File: src/rtl/mem_access_unit_if.sv
// Bundles the pipeline request, data-memory and result signals of mem_access_unit.
//   slave  : the access unit (takes requests and mem_rdata, drives memory and results)
//   master : the surroundings (pipeline + data memory)
// Signals: req_read/req_write/req_size/req_unsigned/req_addr/req_wdata (request),
//          mem_addr/mem_wdata/mem_we/mem_re/mem_rdata (data memory),
//          load_data/stall/addr_exc/exc_addr (results to the pipeline).
interface mem_access_unit_if;
    logic        req_read;
    logic        req_write;
    logic [1:0]  req_size;
    logic        req_unsigned;
    logic [31:0] req_addr;
    logic [31:0] req_wdata;
    logic [31:0] mem_addr;
    logic [31:0] mem_wdata;
    logic        mem_we;
    logic        mem_re;
    logic [31:0] mem_rdata;
    logic [31:0] load_data;
    logic        stall;
    logic        addr_exc;
    logic [31:0] exc_addr;

    modport slave (
        input  req_read, req_write, req_size, req_unsigned, req_addr, req_wdata, mem_rdata,
        output mem_addr, mem_wdata, mem_we, mem_re, load_data, stall, addr_exc, exc_addr
    );

    modport master (
        output req_read, req_write, req_size, req_unsigned, req_addr, req_wdata, mem_rdata,
        input  mem_addr, mem_wdata, mem_we, mem_re, load_data, stall, addr_exc, exc_addr
    );
endinterface

File: src/rtl/mem_access_unit.sv
// MIPS load/store access unit between EX/MEM and a big-endian, word-wide data memory.
// Loads complete in the request cycle; sw writes in one cycle; sb/sh are done as a
// read-modify-write (read + merge, then write) with one stall cycle. Misaligned or
// out-of-range requests raise a one-cycle addr_exc and record the address in exc_addr.
// Ports:
//   clk   : clock, all state on the rising edge
//   rst_n : synchronous active-low reset
//   bus   : mem_access_unit_if.slave (request, data memory and result signals)
module mem_access_unit #(
    parameter int unsigned MEM_BYTES = 1024
) (
    input logic               clk,
    input logic               rst_n,
    mem_access_unit_if.slave  bus
);

    typedef enum logic [0:0] {StIdle, StRmwWr} state_e;

    state_e      state_q, state_d;
    logic [31:0] merge_q, merge_d;
    logic [31:0] rmw_addr_q, rmw_addr_d;
    logic [31:0] exc_addr_q, exc_addr_d;

    logic [1:0]  off;
    logic        illegal;
    logic [7:0]  rd_byte;
    logic [15:0] rd_half;
    logic [31:0] load_ext;
    logic [31:0] merged;

    assign off = bus.req_addr[1:0];

    always_comb begin
        illegal = 1'b0;
        unique case (bus.req_size)
            2'b00:   illegal = 1'b0;
            2'b01:   illegal = off[0];
            2'b10:   illegal = (off != 2'b00);
            default: illegal = 1'b1;
        endcase
        if (bus.req_addr > 32'(MEM_BYTES - 1)) begin
            illegal = 1'b1;
        end
    end

    // Lane extraction and merge, big-endian: offset 0 is the most significant byte.
    always_comb begin
        rd_byte = 8'h00;
        merged  = bus.mem_rdata;
        unique case (off)
            2'd0: begin rd_byte = bus.mem_rdata[31:24]; end
            2'd1: begin rd_byte = bus.mem_rdata[23:16]; end
            2'd2: begin rd_byte = bus.mem_rdata[15:8];  end
            default: begin rd_byte = bus.mem_rdata[7:0]; end
        endcase
        rd_half = off[1] ? bus.mem_rdata[15:0] : bus.mem_rdata[31:16];

        if (bus.req_size == 2'b00) begin
            unique case (off)
                2'd0:    merged[31:24] = bus.req_wdata[7:0];
                2'd1:    merged[23:16] = bus.req_wdata[7:0];
                2'd2:    merged[15:8]  = bus.req_wdata[7:0];
                default: merged[7:0]   = bus.req_wdata[7:0];
            endcase
        end else if (off[1]) begin
            merged[15:0] = bus.req_wdata[15:0];
        end else begin
            merged[31:16] = bus.req_wdata[15:0];
        end

        unique case (bus.req_size)
            2'b00:   load_ext = bus.req_unsigned ? {24'h0, rd_byte}
                                                 : {{24{rd_byte[7]}}, rd_byte};
            2'b01:   load_ext = bus.req_unsigned ? {16'h0, rd_half}
                                                 : {{16{rd_half[15]}}, rd_half};
            default: load_ext = bus.mem_rdata;
        endcase
    end

    always_comb begin
        state_d       = state_q;
        merge_d       = merge_q;
        rmw_addr_d    = rmw_addr_q;
        exc_addr_d    = exc_addr_q;
        bus.mem_addr  = {bus.req_addr[31:2], 2'b00};
        bus.mem_wdata = bus.req_wdata;
        bus.mem_we    = 1'b0;
        bus.mem_re    = 1'b0;
        bus.load_data = 32'h0;
        bus.stall     = 1'b0;
        bus.addr_exc  = 1'b0;

        unique case (state_q)
            StIdle: begin
                if (bus.req_read || bus.req_write) begin
                    if (illegal) begin
                        bus.addr_exc = 1'b1;
                        exc_addr_d   = bus.req_addr;
                    end else if (bus.req_write) begin
                        // Write wins over a simultaneous read.
                        if (bus.req_size == 2'b10) begin
                            bus.mem_we = 1'b1;
                        end else begin
                            bus.mem_re = 1'b1;
                            bus.stall  = 1'b1;
                            merge_d    = merged;
                            rmw_addr_d = bus.req_addr;
                            state_d    = StRmwWr;
                        end
                    end else begin
                        bus.mem_re    = 1'b1;
                        bus.load_data = load_ext;
                    end
                end
            end
            StRmwWr: begin
                bus.mem_addr  = {rmw_addr_q[31:2], 2'b00};
                bus.mem_wdata = merge_q;
                // A reset arriving in this cycle abandons the write.
                bus.mem_we    = rst_n;
                state_d       = StIdle;
            end
            default: state_d = StIdle;
        endcase
    end

    assign bus.exc_addr = exc_addr_q;

    always_ff @(posedge clk) begin
        if (!rst_n) begin
            state_q    <= StIdle;
            merge_q    <= 32'h0;
            rmw_addr_q <= 32'h0;
            exc_addr_q <= 32'h0;
        end else begin
            state_q    <= state_d;
            merge_q    <= merge_d;
            rmw_addr_q <= rmw_addr_d;
            exc_addr_q <= exc_addr_d;
        end
    end

endmodule

File: src/flat_wrapper.sv
// flat-port wrapper written by rule: the top's interface ports become plain ports
module mem_access_unit_flat 
#(
    parameter int unsigned MEM_BYTES = 1024
)
  (clk, rst_n, bus_req_read, bus_req_write, bus_req_size, bus_req_unsigned, bus_req_addr, bus_req_wdata, bus_mem_rdata, bus_mem_addr, bus_mem_wdata, bus_mem_we, bus_mem_re, bus_load_data, bus_stall, bus_addr_exc, bus_exc_addr);
  mem_access_unit_if bus_i ();
  input logic clk;
  input logic rst_n;
  input wire logic [$bits(bus_i.req_read)-1:0] bus_req_read;
  input wire logic [$bits(bus_i.req_write)-1:0] bus_req_write;
  input wire logic [$bits(bus_i.req_size)-1:0] bus_req_size;
  input wire logic [$bits(bus_i.req_unsigned)-1:0] bus_req_unsigned;
  input wire logic [$bits(bus_i.req_addr)-1:0] bus_req_addr;
  input wire logic [$bits(bus_i.req_wdata)-1:0] bus_req_wdata;
  input wire logic [$bits(bus_i.mem_rdata)-1:0] bus_mem_rdata;
  output wire logic [$bits(bus_i.mem_addr)-1:0] bus_mem_addr;
  output wire logic [$bits(bus_i.mem_wdata)-1:0] bus_mem_wdata;
  output wire logic [$bits(bus_i.mem_we)-1:0] bus_mem_we;
  output wire logic [$bits(bus_i.mem_re)-1:0] bus_mem_re;
  output wire logic [$bits(bus_i.load_data)-1:0] bus_load_data;
  output wire logic [$bits(bus_i.stall)-1:0] bus_stall;
  output wire logic [$bits(bus_i.addr_exc)-1:0] bus_addr_exc;
  output wire logic [$bits(bus_i.exc_addr)-1:0] bus_exc_addr;
  assign bus_i.req_read = bus_req_read;
  assign bus_i.req_write = bus_req_write;
  assign bus_i.req_size = bus_req_size;
  assign bus_i.req_unsigned = bus_req_unsigned;
  assign bus_i.req_addr = bus_req_addr;
  assign bus_i.req_wdata = bus_req_wdata;
  assign bus_i.mem_rdata = bus_mem_rdata;
  assign bus_mem_addr = bus_i.mem_addr;
  assign bus_mem_wdata = bus_i.mem_wdata;
  assign bus_mem_we = bus_i.mem_we;
  assign bus_mem_re = bus_i.mem_re;
  assign bus_load_data = bus_i.load_data;
  assign bus_stall = bus_i.stall;
  assign bus_addr_exc = bus_i.addr_exc;
  assign bus_exc_addr = bus_i.exc_addr;
  mem_access_unit #(.MEM_BYTES(MEM_BYTES)) u_core (.clk(clk), .rst_n(rst_n), .bus(bus_i));
endmodule
File: config.mk
export PLATFORM = sky130hd
export DESIGN_NAME = mem_access_unit_flat
export DESIGN_NICKNAME = d
export VERILOG_FILES = /design/src/rtl/mem_access_unit_if.sv /design/src/rtl/mem_access_unit.sv /design/src/flat_wrapper.sv
export SDC_FILE = /design/constraint.sdc
export NUM_CORES = 1
export LEC_CHECK = 0
export ABC_AREA = 0
export CELL_PAD_IN_SITES_DETAIL_PLACEMENT = 1
export CELL_PAD_IN_SITES_GLOBAL_PLACEMENT = 2
export CORE_MARGIN = 2
export CORE_UTILIZATION = 24
export CTS_CLUSTER_DIAMETER = 200
export DETAILED_ROUTE_END_ITERATION = 8
export GPL_ROUTABILITY_DRIVEN = 0
export PLACE_DENSITY = 0.84
export SLEW_MARGIN = 20
export SYNTH_ARGS = -nofsm -noshare
export SYNTH_HDL_FRONTEND = slang
export SYNTH_SLANG_ARGS = --single-unit
File: constraint.sdc
create_clock -name clk -period 2.82 [get_ports clk]
set_clock_uncertainty 0.15 [all_clocks]
set_input_delay 0.564 -clock clk [delete_from_list [all_inputs] [get_ports clk]]
set_output_delay 0.564 -clock clk [all_outputs]
set_load 0.01 [all_outputs]
* Word level (Yosys, flattened, before mapping)
Cells that the tools add are included. W data, S select, Z words.
Storage, ports and cells: register bits after elaboration 97, input port bits 103, output and inout bits 132, logic and storage cells 57
Operators by class: order comparisons 1, equality and inequality tests 4, mux-type cells 38, bitwise operators 3, reductions and logical operators 7
Operators by type and width (count):
- $mux W32 | 9
- $pmux W32 S2 | 1
- $mux W16 | 3
- $gt A32 B10 Y1 const B | 1
- $mux W8 | 4
- $pmux W8 S3 | 1
- $mux W1 | 17
- $reduce_and A5 Y1 | 1
- $eq A2 B1 Y1 const B | 2
- $eq A2 B2 Y1 const B | 2
- $logic_not A2 Y1 | 2
- $pmux W1 S2 | 2
- $not A1 Y1 | 3
- $pmux W1 S3 | 1
- $reduce_and A3 Y1 | 1
- $reduce_or A3 Y1 | 1
- $reduce_bool A2 Y1 | 1
- $logic_or A1 B1 Y1 | 1

* Depth between registers and ports, before layout
Gate-level depths: netlist (run 1).
depth in word-level cells 8, gate-level depth with buffers 8, mapped depth without buffers 4

* Least setup slack after synthesis (run 1)
Ideal clock, no wire load.
kind input to output, start point input port bus_req_size[0], end point output port bus_load_data[21], arrival 2249 ps, required time 2106 ps, path slack -143 ps, stages 6, buffers on the path 2, cells stage by stage buf_6 or3b_1 o22ai_1 a21oi_1 buf_4 a2111oi_0
On the way: cells in the longest elaborated chain, start to end 6, elaborated cells on any way between the ends 10, classes of those cells eq/ne (2); mux (7); reduce/logical (1)
RTL lines:
- start, declared | line flat_wrapper.sv:12 | input wire logic [$bits(bus_i.req_size)-1:0] bus_req_size;
- $eq A2 B2 Y1 (tied with other cells) | line mem_access_unit.sv:35 | unique case (bus.req_size)
- $pmux W1 S3 / $pmux W32 S2 (equally long branches) | line mem_access_unit.sv:35, mem_access_unit.sv:71
- $mux W1 / $mux W32 (equally long branches) | line mem_access_unit.sv:41, mem_access_unit.sv:99
- $mux W32 * | line mem_access_unit.sv:96 | if (illegal) begin
- $mux W32 * | line mem_access_unit.sv:95 | if (bus.req_read || bus.req_write) begin
- $mux W32 * | line mem_access_unit.sv:93 | unique case (state_q)
- end, declared | line flat_wrapper.sv:21 | output wire logic [$bits(bus_i.load_data)-1:0] bus_load_data;
Mark *: on every way between the ends. The rest lies on a longest branch, timed or not.

* Worst setup path after layout (run 1)
start point input port bus_req_addr[19], end point output port bus_load_data[29]
On the way: cells in the longest elaborated chain, start to end 5
RTL lines:
- start, declared | line flat_wrapper.sv:14 | input wire logic [$bits(bus_i.req_addr)-1:0] bus_req_addr;
- $gt A32 B10 Y1 | line mem_access_unit.sv:41 | if (bus.req_addr > 32'(MEM_BYTES - 1)) begin
- $mux W1 | line mem_access_unit.sv:41
- $mux W32 | line mem_access_unit.sv:96
- $mux W32 | line mem_access_unit.sv:95
- $mux W32 | line mem_access_unit.sv:93
Every way passes these cells.

==> out/metrics.yaml, run 1 <==
status: "complete, but fails checks"
violations: "negative setup slack"
fillers: 2616
max-slew-margin-rel_pct: 52.77
drc: 0
grt_antenna_before_repair: 0
grt_pass1_wl_um: 36470
numCtsBuffers: 9
path_class: "input pin to output port"
synthCells: 640
pwr-share-seq_pct: 38.1
hold_path_depth: 2
clk_latency_ns: 0.35
ctsHoldBuffers: 0
die_w_um: 156.7
whs_ns: 0.3112
final-setup-viol-count: 34
die_height_um: 156.7
cp-end-kind: "output port"
dp_hpwl_um: 17850
grt_max_degree: 160
synth-xor-area-share_pct: 0
p_switching_w: 0.001079
io_buffers: 232
ys_seq_elements: 95
syn_area_um2: 5598
path_depth: 9
num_rows: 55
path_delay_family: "simple AND/OR/NAND/NOR gates"
area_growth_pct: 76.58
synth-adder-area-share_pct: 0
swShare_pct: 29.62
clock_path_buffers: 2
crit_chain: "buf_6 > or4_4 > nor3_4 > buf_6 > nand4b_4 > buf_12 > buf_12 > a2111oi_4 > buf_2"
cts-root-buf: "clkbuf_16"
leakagePower_nw: 4.061
nets: 1066
crit_fanout: 6
place_area_um2: 8959
hold_viol: 0
synth.distinct_cells: 44
synth_ff_type: "dfxtp_1"
ys_warn_count: 0
cap_violations: 0
required_ns: 2.11
multiInputGateArea_um2: 3862
fin_ws_ns: -0.3308
via_count: 6034
grt_overflow_total: 0
p_per_area_nw_per_um2: 368.7
cts_tree: "yes"
rsz0062_at_grt: "true"
path_clk_slew_ns: 0.07
synthArstFlopShare_pct: 0
cpMaxStageDelayCell: "or4_4"
clock-sinks: 95
hold_class: "flop to flop"
dr.first_iter.drc_count: 204
critPathBufInv: 5
synth_top_family_by_area: "multiplexers"
startpoint_type: "input pin"
fin_area_um2: 9884
initial_utilization_pct: 24.58
tightest_slew_ns: 0.7085
layout-drive-gt1-share_pct: 34.71
antenna_left: 0
min_period_ns: 3.151
synth_mux_area_share_pct: 27.49
seq_area_frac_synth_pct: 33.97
wire_per_inst_um: 19.44
core_area_um2: 22780
p_total_w: 0.003644
htreeDepth: 3
register_area_um2: 1906
grtUsageTotal_pct: 19.31
first_pass_iters: 4
finalMaxSlewViolations: 0
r2r_setup_slack_ns: 0.92
synth_edf_count: 0
grt_pass1_vias: 6228
die_area_um2: 24560
timing.final.crit_share_pct: 111.7
p_int_w: 0.002565
cpPeakStageDelay_ns: 0.55
avgSynthCellArea_um2: 8.747
clkPwrFrac_pct: 36.7
viasPerCell: 4.707
synth_compound_area_share_pct: 14.86
arrival_ns: 2.44
reg2reg_depth: 4
timing.fmax_mhz: 317.4
wirelength_um: 24920
ir_worst_vdd_v: 0.0003162
synthSimpleGateAreaFrac_pct: 16.65
pwr-share-comb_pct: 25.3
io_pins: 235
-- Yosys cell counts (2+ instances only) --
cell type  count  area [µm²]
buf_6          4       45.04
nor3_1         3       15.01
o21ai_0       31       155.2
nand2b_1       2       12.51
nand4_1        2       12.51
nor3b_1       10       75.07
o21a_1         9       67.56
a2111oi_0      9       78.83
dfxtp_1       95        1902
a2111oi_2      7       105.1
mux2i_1       75       750.7
o22ai_1       10       62.56
and4_1         2       17.52
a221oi_1       7       61.31
mux2_2        70       788.3
nor2_1        20       75.07
o221ai_1      16       140.1
o21bai_1       2       15.01
or2_2          2       12.51
a211oi_1       7       52.55
and3_1        22       137.6
nand2_1      128       480.5
buf_2          5       25.02
a21oi_1        5       25.02
clkinv_1       2       7.510
clkbuf_1      43       161.4
nor4_1         4       25.02
nor2b_1        2       12.51
buf_4          7       52.55
inv_1         25       93.84
-- worst paths after layout --
path,startpoint,to
min,u_core.bus.exc_addr[4],u_core.bus.exc_addr[4]
max reg2reg,u_core.state_q,u_core.bus.exc_addr[16]
max,bus_req_addr[19],bus_load_data[29]
min reg2reg,u_core.bus.exc_addr[4],u_core.bus.exc_addr[4]
-- kinds of logic after synthesis --
group	after synthesis
compound gates	110
other cells	1
flops	95
simple gates	202
buf+inv	87
mux	145
-- state kept, by name, indices dropped and copies added, names as in the netlist --
register / cells
u_core.bus.exc_addr: 32
u_core.merge_q: 32
u_core.rmw_addr_q: 30
u_core.state_q: 1
-- layout by cell type (no fill, tap or decap), types with 3 or more instances in the layout --
cell,Yosys,layout
mux2i_1,75,73
o221ai_1,16,16
buf_6,4,15
inv_1,25,25
buf_4,7,117
a221oi_2,0,3
dfxtp_1,95,94
clkbuf_16,0,9
nand2_1,128,128
and3_1,22,22
o22ai_1,10,8
a2111oi_4,0,15
a221oi_4,0,4
clkdlybuf4s15_1,0,4
dlygate4sd2_1,0,7
buf_12,0,9
o21ai_0,31,30
clkdlybuf4s50_1,0,171
clkbuf_2,0,10
nor3b_1,10,9
buf_2,5,36
nor4_2,0,3
o21a_1,9,9
a211oi_2,0,5
mux2_2,70,70
nor2_1,20,18
-- metrics by stage --
| stage | worst slack [ns] | utilization, % | std cells | setup TNS (ns) |
|---|---|---|---|---|
| 6_report | -0.3308 | 43.39 | 1282 | -7.480 |
| 5_1_grt | -0.3882 | 43.38 | 1281 | -9.111 |
| 4_1_cts | -0.3382 | 41.23 | 1262 | -7.463 |
| 3_5_place_dp | -1.119 | 39.33 | 1238 | -42.94 |
| 3_3_place_gp | -1.132 | 39.33 | 1238 | -42.50 |
| 2_1_floorplan | -0.05430 | - | 641 | -0.4259 |
-- layer usage --
| metal | routed length [µm] | track usage, % |
|---|---|---|
| met5 | 0 | 0 |
| met4 | 240 | 3.713 |
| met3 | 1909 | 6.702 |
| met2 | 12200 | 33.27 |
| met1 | 10570 | 23.31 |
-- layout make-up --
type | instances | area share [%]
Antenna cell | 1 | 0.02532
Clock buffer | 9 | 2.278
Clock inverter | 7 | 0.9620
Inverter | 27 | 1.025
Multi-Input combinational cell | 459 | 39.08
Sequential cell | 95 | 19.28
Tap cell | 313 | 3.962
Timing Repair Buffer | 371 | 33.39
-- power by group through the flow --
| stage | sequential [W] | clock (W) | combinational (W) |
|---|---|---|---|
| final | 0.00139 | 0.00134 | 0.000921 |
| after floorplan | 0.00143 | 0 | 0.000307 |
| after global placement | 0.00142 | 0 | 0.000842 |
| after detailed placement | 0.00142 | 0 | 0.000847 |
| after CTS | 0.00139 | 0.00140 | 0.000874 |
| after global routing | 0.00139 | 0.00144 | 0.000986 |
-- worst reg2reg max path, stage by stage (launching register included) --
cell and delay (ns):
dfxtp_4 0.42, o21bai_1 0.24, a31oi_4 0.19, buf_4 0.52
mux2i_1 0.29
-- what timing repair did --
action / 4_1_cts / 5_1_grt
endpoints found under the setup margin: 70 / 47
gates cloned: 1 / 0
setup buffers: 8 / 20
pin swaps: 12 / 15
resized for setup: 251 / 70
Power figures use the tool's default switching activity.
==> run 2: changes to the inputs <==
--- a/config.mk
+++ b/config.mk
@@ -8,7 +8,7 @@
 export ABC_AREA = 0
 export CELL_PAD_IN_SITES_DETAIL_PLACEMENT = 1
 export CELL_PAD_IN_SITES_GLOBAL_PLACEMENT = 2
-export CORE_MARGIN = 2
+export CORE_MARGIN = 4
 export CORE_UTILIZATION = 24
 export CTS_CLUSTER_DIAMETER = 200
 export DETAILED_ROUTE_END_ITERATION = 8
==> run 2 against run 1 <==
Compared with the run above: the flow still finishes with violations (negative setup slack); sequential cell count stayed put; critical path depth unchanged; core utilization shrank 1.0 points; non-clock buffer count down 11; die area is 5.2% higher; critical endpoint is now bus_load_data[5]; fmax rose by 2.0%; routed wire length decreased by 0.95%; worst setup slack improved by 0.062 ns; combinational power fell by 2.7%; first-iteration DRC count up 29%; clock power shrank 9.7%; critical path type unchanged; total power decreased by 4.2%; highest routed layer unchanged.
==> out/metrics.yaml, run 2 (same netlist as run 1, synthesis figures left out) <==
numCtsBuffers: 9  # unchanged
startpoint: "bus_req_addr[18]"
grt_pass1_wl_um: 37650  # +3.2%
wire_per_inst_um: 19.44  # about the same
required_ns: 2.11  # about the same
die_w_um: 160.7  # +2.6%
htreeDepth: 3  # unchanged
instances_no_fill: 1270  # -0.94%
nets: 1055  # -1.0%
drc: 0  # unchanged
arrival_ns: 2.37  # -0.07 ns
grt_pass1_vias: 6485  # +4.1%
leakagePower_nw: 3.993  # -1.7%
final_cell_mix: "clkdlybuf4s50_1, nand2_1, buf_4"
final-setup-viol-count: 34  # unchanged
cp-end-kind: "output port"
hold_class: "flop to flop"
dp_slack_ns: -1.102  # +0.01607 ns
place_area_um2: 8954  # about the same
min_from: "u_core.bus.exc_addr[29]"
num_rows: 55  # unchanged
p_total_w: 0.003490  # -4.2%
p_per_area_nw_per_um2: 361.8  # -1.9%
clk_latency_ns: 0.34  # about the same
area_growth_pct: 72.31
swShare_pct: 29.55  # -0.067 points
cts-root-buf: "clkbuf_16"
io_buffers: 232  # unchanged
min_period_ns: 3.089  # -0.06212 ns
ir_worst_vdd_v: 0.0003693  # +17%
fin_tns_setup_ns: -6.281  # +1.199 ns
layout_commonest_cell: "clkdlybuf4s50_1"
grt_overflow_total: 0  # unchanged
n_antenna_cell: 0  # -1
layout-drive-gt1-share_pct: 33.02  # -1.7 points
wirelength_um: 24690  # -0.95%
grt_antenna_before_repair: 0  # unchanged
p_int_w: 0.002458  # -4.2%
timing.fmax_mhz: 323.8  # +2.0%
grtUsageTotal_pct: 18.35  # -0.96 points
via_count: 5989  # -0.75%
fin_area_um2: 9646  # -2.4%
register_area_um2: 1906  # unchanged
initial_utilization_pct: 24.58  # unchanged
fin_ws_ns: -0.2687  # +0.06212 ns
io_pins: 235  # unchanged
fillers: 2624  # +0.31%
path_clk_slew_ns: 0.07  # about the same
p_switching_w: 0.001031  # -4.5%
finalMaxSlewViolations: 0  # unchanged
clock_path_buffers: 2  # unchanged
violations: "negative setup slack"
pwr-share-seq_pct: 39.7  # +1.6 points
die_height_um: 160.7  # +2.6%
startpoint_type: "input pin"
pwr-share-comb_pct: 25.7  # +0.4 points
clkPwrFrac_pct: 34.6  # -2.1 points
multiInputGateArea_um2: 3719  # -3.7%
max-slew-margin-rel_pct: 36.22  # -17 points
cap_violations: 0  # unchanged
place_inst: 1239  # +0.081%
viasPerCell: 4.716  # +0.19%
hold_viol: 0  # unchanged
status: "complete, but fails checks"
ctsHoldBuffers: 0  # unchanged
cts_tree: "yes"
grt_max_degree: 160  # unchanged
first_pass_iters: 5  # +1
path_class: "input pin to output port"
dr.first_iter.drc_count: 263  # +29%
tightest_slew_ns: 0.9509  # +0.2425 ns
crit_fanout: 7  # +1
clock-sinks: 95  # unchanged
core_area_um2: 22780  # unchanged
antenna_left: 0  # unchanged
dp_hpwl_um: 18250  # +2.2%
rr_startpoint: "u_core.state_q"
die_area_um2: 25830  # +5.2%
timing.final.crit_share_pct: 109.5  # -2.2 points
rsz0062_at_grt: "true"
## run 2: path summary, 6_finish.rpt
kind                            depth (start not counted)  slack [ns]                      end
worst max-delay path                                    9       -0.27         bus_load_data[5]
worst min-delay path                                    2        0.31  u_core.bus.exc_addr[29]
worst max register to register                          5        0.80  u_core.bus.exc_addr[20]
worst min register to register                          2        0.31  u_core.bus.exc_addr[29]
## run 2: stage by stage
| stage | utilization [%] | hold WS, ns |
|---|---|---|
| 6_report | 42.35 | 0.3092 |
| 5_1_grt | 42.35 | 0.3060 |
| 4_1_cts | 41.01 | 0.3071 |
| 3_5_place_dp | 39.31 | 0.2974 |
| 3_3_place_gp | 39.31 | 0.2901 |
| 2_1_floorplan | - | 0.2813 |
## run 2: worst max-delay path: stages
cell and delay [ns]:
buf_6 0.09, or4_4 0.53, nor3_4 0.20, buf_4 0.15, nand4_1 0.16, buf_6 0.21, buf_6 0.11, a211oi_2 0.17
buf_2 0.18
## run 2: final cells by class
type                    count  share of cell area [%]
multi-input cells         459                   38.55
repair buffers            360                   33.66
flip-flops and latches     95                   19.76
well taps                 313                   4.060
clock buffers              10                   2.374
inverters                  27                   1.051
clock inverters             6                  0.5448
## run 2: what timing repair did
action	in CTS	in global routing
gates cloned	1	1
setup buffers	14	6
resized for setup	267	44
setup endpoints to repair	44	36
pin swaps	13	9
## run 2: metal layers
metal | part of all wire, % | wire length (µm) | track usage (%) | up-vias
met1 | 43 | 10560 | 22.29 | 2860
li1 | - | - | - | 2898
met5 | 0 | 0 | 0 | -
met4 | 1.7 | 427 | 4.420 | 0
met2 | 47 | 11680 | 30.89 | 203
met3 | 8.2 | 2018 | 6.851 | 28
## run 2: power groups by stage
stage / registers (W) / clock network [W] / logic (W)
2_1_floorplan: 0.00143 / 0 / 0.000307
3_3_place_gp: 0.00142 / 0 / 0.000845
3_5_place_dp: 0.00142 / 0 / 0.000851
4_1_cts: 0.00139 / 0.00126 / 0.000873
5_1_grt: 0.00139 / 0.00131 / 0.000964
6_report: 0.00139 / 0.00121 / 0.000896
==> run 3: changes to the inputs <==
--- a/config.mk
+++ b/config.mk
@@ -6,14 +6,12 @@
 export NUM_CORES = 1
 export LEC_CHECK = 0
 export ABC_AREA = 0
-export CELL_PAD_IN_SITES_DETAIL_PLACEMENT = 1
-export CELL_PAD_IN_SITES_GLOBAL_PLACEMENT = 2
 export CORE_MARGIN = 4
-export CORE_UTILIZATION = 24
+export CORE_UTILIZATION = 44
 export CTS_CLUSTER_DIAMETER = 200
 export DETAILED_ROUTE_END_ITERATION = 8
 export GPL_ROUTABILITY_DRIVEN = 0
-export PLACE_DENSITY = 0.84
+export PLACE_DENSITY = 0.86
 export SLEW_MARGIN = 20
 export SYNTH_ARGS = -nofsm -noshare
 export SYNTH_HDL_FRONTEND = slang
==> run 3 against run 2 <==
Compared with the run above: the flow still finishes with violations (negative setup slack); routed wire length shrank 7.6%; via count rose by 5.2%; combinational power down 0.7%; critical path depth decreased by 2; fmax decreased by 1.7%; final area shrank 2.9%; sequential cell count stayed put; count of clock-buffer cells in the layout up 1; register-to-register slack worse by 0.10 ns; cell count is 13% lower; non-clock buffer count fell by 17; total power shrank 2.3%; largest power group unchanged.
==> out/metrics.yaml, run 3 (same netlist as run 1, synthesis figures left out) <==
clock_path_buffers: 2  # unchanged
startpoint_type: "input pin"
die_w_um: 120.8  # -25%
core_area_um2: 12210  # -46%
viasPerCell: 5.694  # +21%
numCtsBuffers: 9  # unchanged
final-setup-viol-count: 36  # +5.9%
clkPwrFrac_pct: 33.2  # -1.4 points
wire_per_inst_um: 20.61  # +6.1%
hold_class: "flop to flop"
required_ns: 2.11  # about the same
dp_hpwl_um: 15980  # -12%
min_period_ns: 3.143  # +0.05436 ns
path_clk_slew_ns: 0.07  # about the same
nets: 1038  # -1.6%
final_util_pct: 76.68  # +34 points
cts-root-buf: "clkbuf_16"
dp_slack_ns: -1.129  # -0.02690 ns
io_buffers: 232  # unchanged
p_total_w: 0.003411  # -2.3%
timing.fmax_mhz: 318.2  # -1.7%
status: "complete, but fails checks"
first_pass_iters: 5  # unchanged
final_cell_mix: "clkdlybuf4s50_1, nand2_1, dfxtp_1"
htreeDepth: 3  # unchanged
die_area_um2: 14590  # -44%
finalMaxSlewViolations: 0  # unchanged
grtUsageTotal_pct: 29.52  # +11 points
rsz0062_at_grt: "true"
p_int_w: 0.002432  # -1.1%
pwr-share-seq_pct: 40.7  # +1.0 points
p_switching_w: 0.0009788  # -5.1%
crit_fanout: 4  # -3
pwr-share-comb_pct: 26.1  # +0.4 points
drc: 0  # unchanged
layout_commonest_cell: "clkdlybuf4s50_1"
cts_tree: "yes"
hold_viol: 0  # unchanged
leakagePower_nw: 3.886  # -2.7%
timing.final.crit_share_pct: 111.5  # +1.9 points
n_antenna_cell: 0  # unchanged
path_class: "input pin to output port"
wirelength_um: 22820  # -7.6%
clock-sinks: 95  # unchanged
num_rows: 40  # -27%
fin_ws_ns: -0.3231  # -0.05436 ns
cp-end-kind: "output port"
violations: "negative setup slack"
area_growth_pct: 67.28
crit_chain: "buf_6 > or4_4 > nor3_4 > nand4b_4 > buf_8 > a2111oi_4 > buf_2"
antenna_left: 0  # unchanged
grt_overflow_total: 0  # unchanged
die_height_um: 120.8  # -25%
via_count: 6303  # +5.2%
cpMaxStageDelayCell: "or4_4"
grt_antenna_before_repair: 0  # unchanged
ctsHoldBuffers: 0  # unchanged
place_area_um2: 8640  # -3.5%
fin_area_um2: 9364  # -2.9%
swShare_pct: 28.70  # -0.85 points
p_per_area_nw_per_um2: 364.3  # +0.68%
initial_utilization_pct: 45.84  # +21 points
dr.first_iter.drc_count: 514  # +95%
grt_pass1_vias: 6476  # -0.14%
tightest_slew_ns: 0.8716  # -0.07931 ns
cpPeakStageDelay_ns: 0.54  # about the same
fin_tns_setup_ns: -6.145  # +0.1356 ns
ir_worst_vdd_v: 0.0004274  # +16%
layout-drive-gt1-share_pct: 30.99  # -2.0 points
clk_latency_ns: 0.34  # about the same
grt_pass1_wl_um: 34210  # -9.1%
grt_max_degree: 160  # unchanged
io_pins: 235  # unchanged
arrival_ns: 2.43  # +0.06 ns
max-slew-margin-rel_pct: 41.54  # +5.3 points
cap_violations: 0  # unchanged
## run 3: cell types whose count changed in the layout (fill, tap and decap cells not counted), sizes merged
cell,change
dlygate4sd2,+2
clkbuf,+1
buf,-19
inv,-2
## run 3: critical path, delay by kind of cell
family                 cells  cell delay (ns)
buffers and inverters      3             0.51
AND/OR/NAND/NOR            3             1.00
AO/OA/AOI/OAI              1             0.36
## run 3: path summary, 6_finish.rpt
kind	cells past startpoint	start	end	slack [ns]
setup / recovery	7	bus_req_addr[19]	bus_load_data[16]	-0.32
hold / removal	2	u_core.merge_q[0]	u_core.merge_q[0]	0.31
hold reg to reg	2	u_core.merge_q[0]	u_core.merge_q[0]	0.31
setup reg to reg	5	u_core.state_q	u_core.bus.exc_addr[2]	0.70
## run 3: metrics by stage
| stage | cells | hold WS (ns) |
|---|---|---|
| floorplan | 641 | 0.2813 |
| global placement | 1078 | 0.2889 |
| detailed placement | 1078 | 0.2954 |
| CTS | 1102 | 0.3053 |
| global route | 1107 | 0.3212 |
| finish | 1107 | 0.3076 |
## run 3: area by class of cell
class                           instances  area, µm²
Multi-Input combinational cell        459       3772
Fill cell                             829       2848
Clock buffer                           11      232.7
Inverter                               27      101.3
Timing Repair Buffer                  343       3109
Clock inverter                          4      32.53
Sequential cell                        95       1906
Tap cell                              168      210.2
## run 3: routing by layer
| layer | track usage, % | vias up | wire [µm] |
|---|---|---|---|
| li1 | - | 2863 | - |
| met1 | 32.78 | 2984 | 8383 |
| met2 | 50.82 | 364 | 11110 |
| met3 | 9.308 | 92 | 2092 |
| met4 | 14.66 | 0 | 1233 |
| met5 | 0 | - | 0 |
## run 3: power by group through the flow
stage / sequential (W) / clock [W] / combinational, W
after floorplan: 0.00143 / 0 / 0.000307
after global placement: 0.00142 / 0 / 0.000802
final: 0.00139 / 0.00113 / 0.000890
after detailed placement: 0.00142 / 0 / 0.000821
after CTS: 0.00139 / 0.00115 / 0.000857
after global routing: 0.00139 / 0.00121 / 0.000941
## run 3: repair_timing
item,CTS,global route
gates resized for setup,258,44
endpoints found under the setup margin,36,38
cloned,1,0
buffers inserted,9,8
pin swaps,15,9
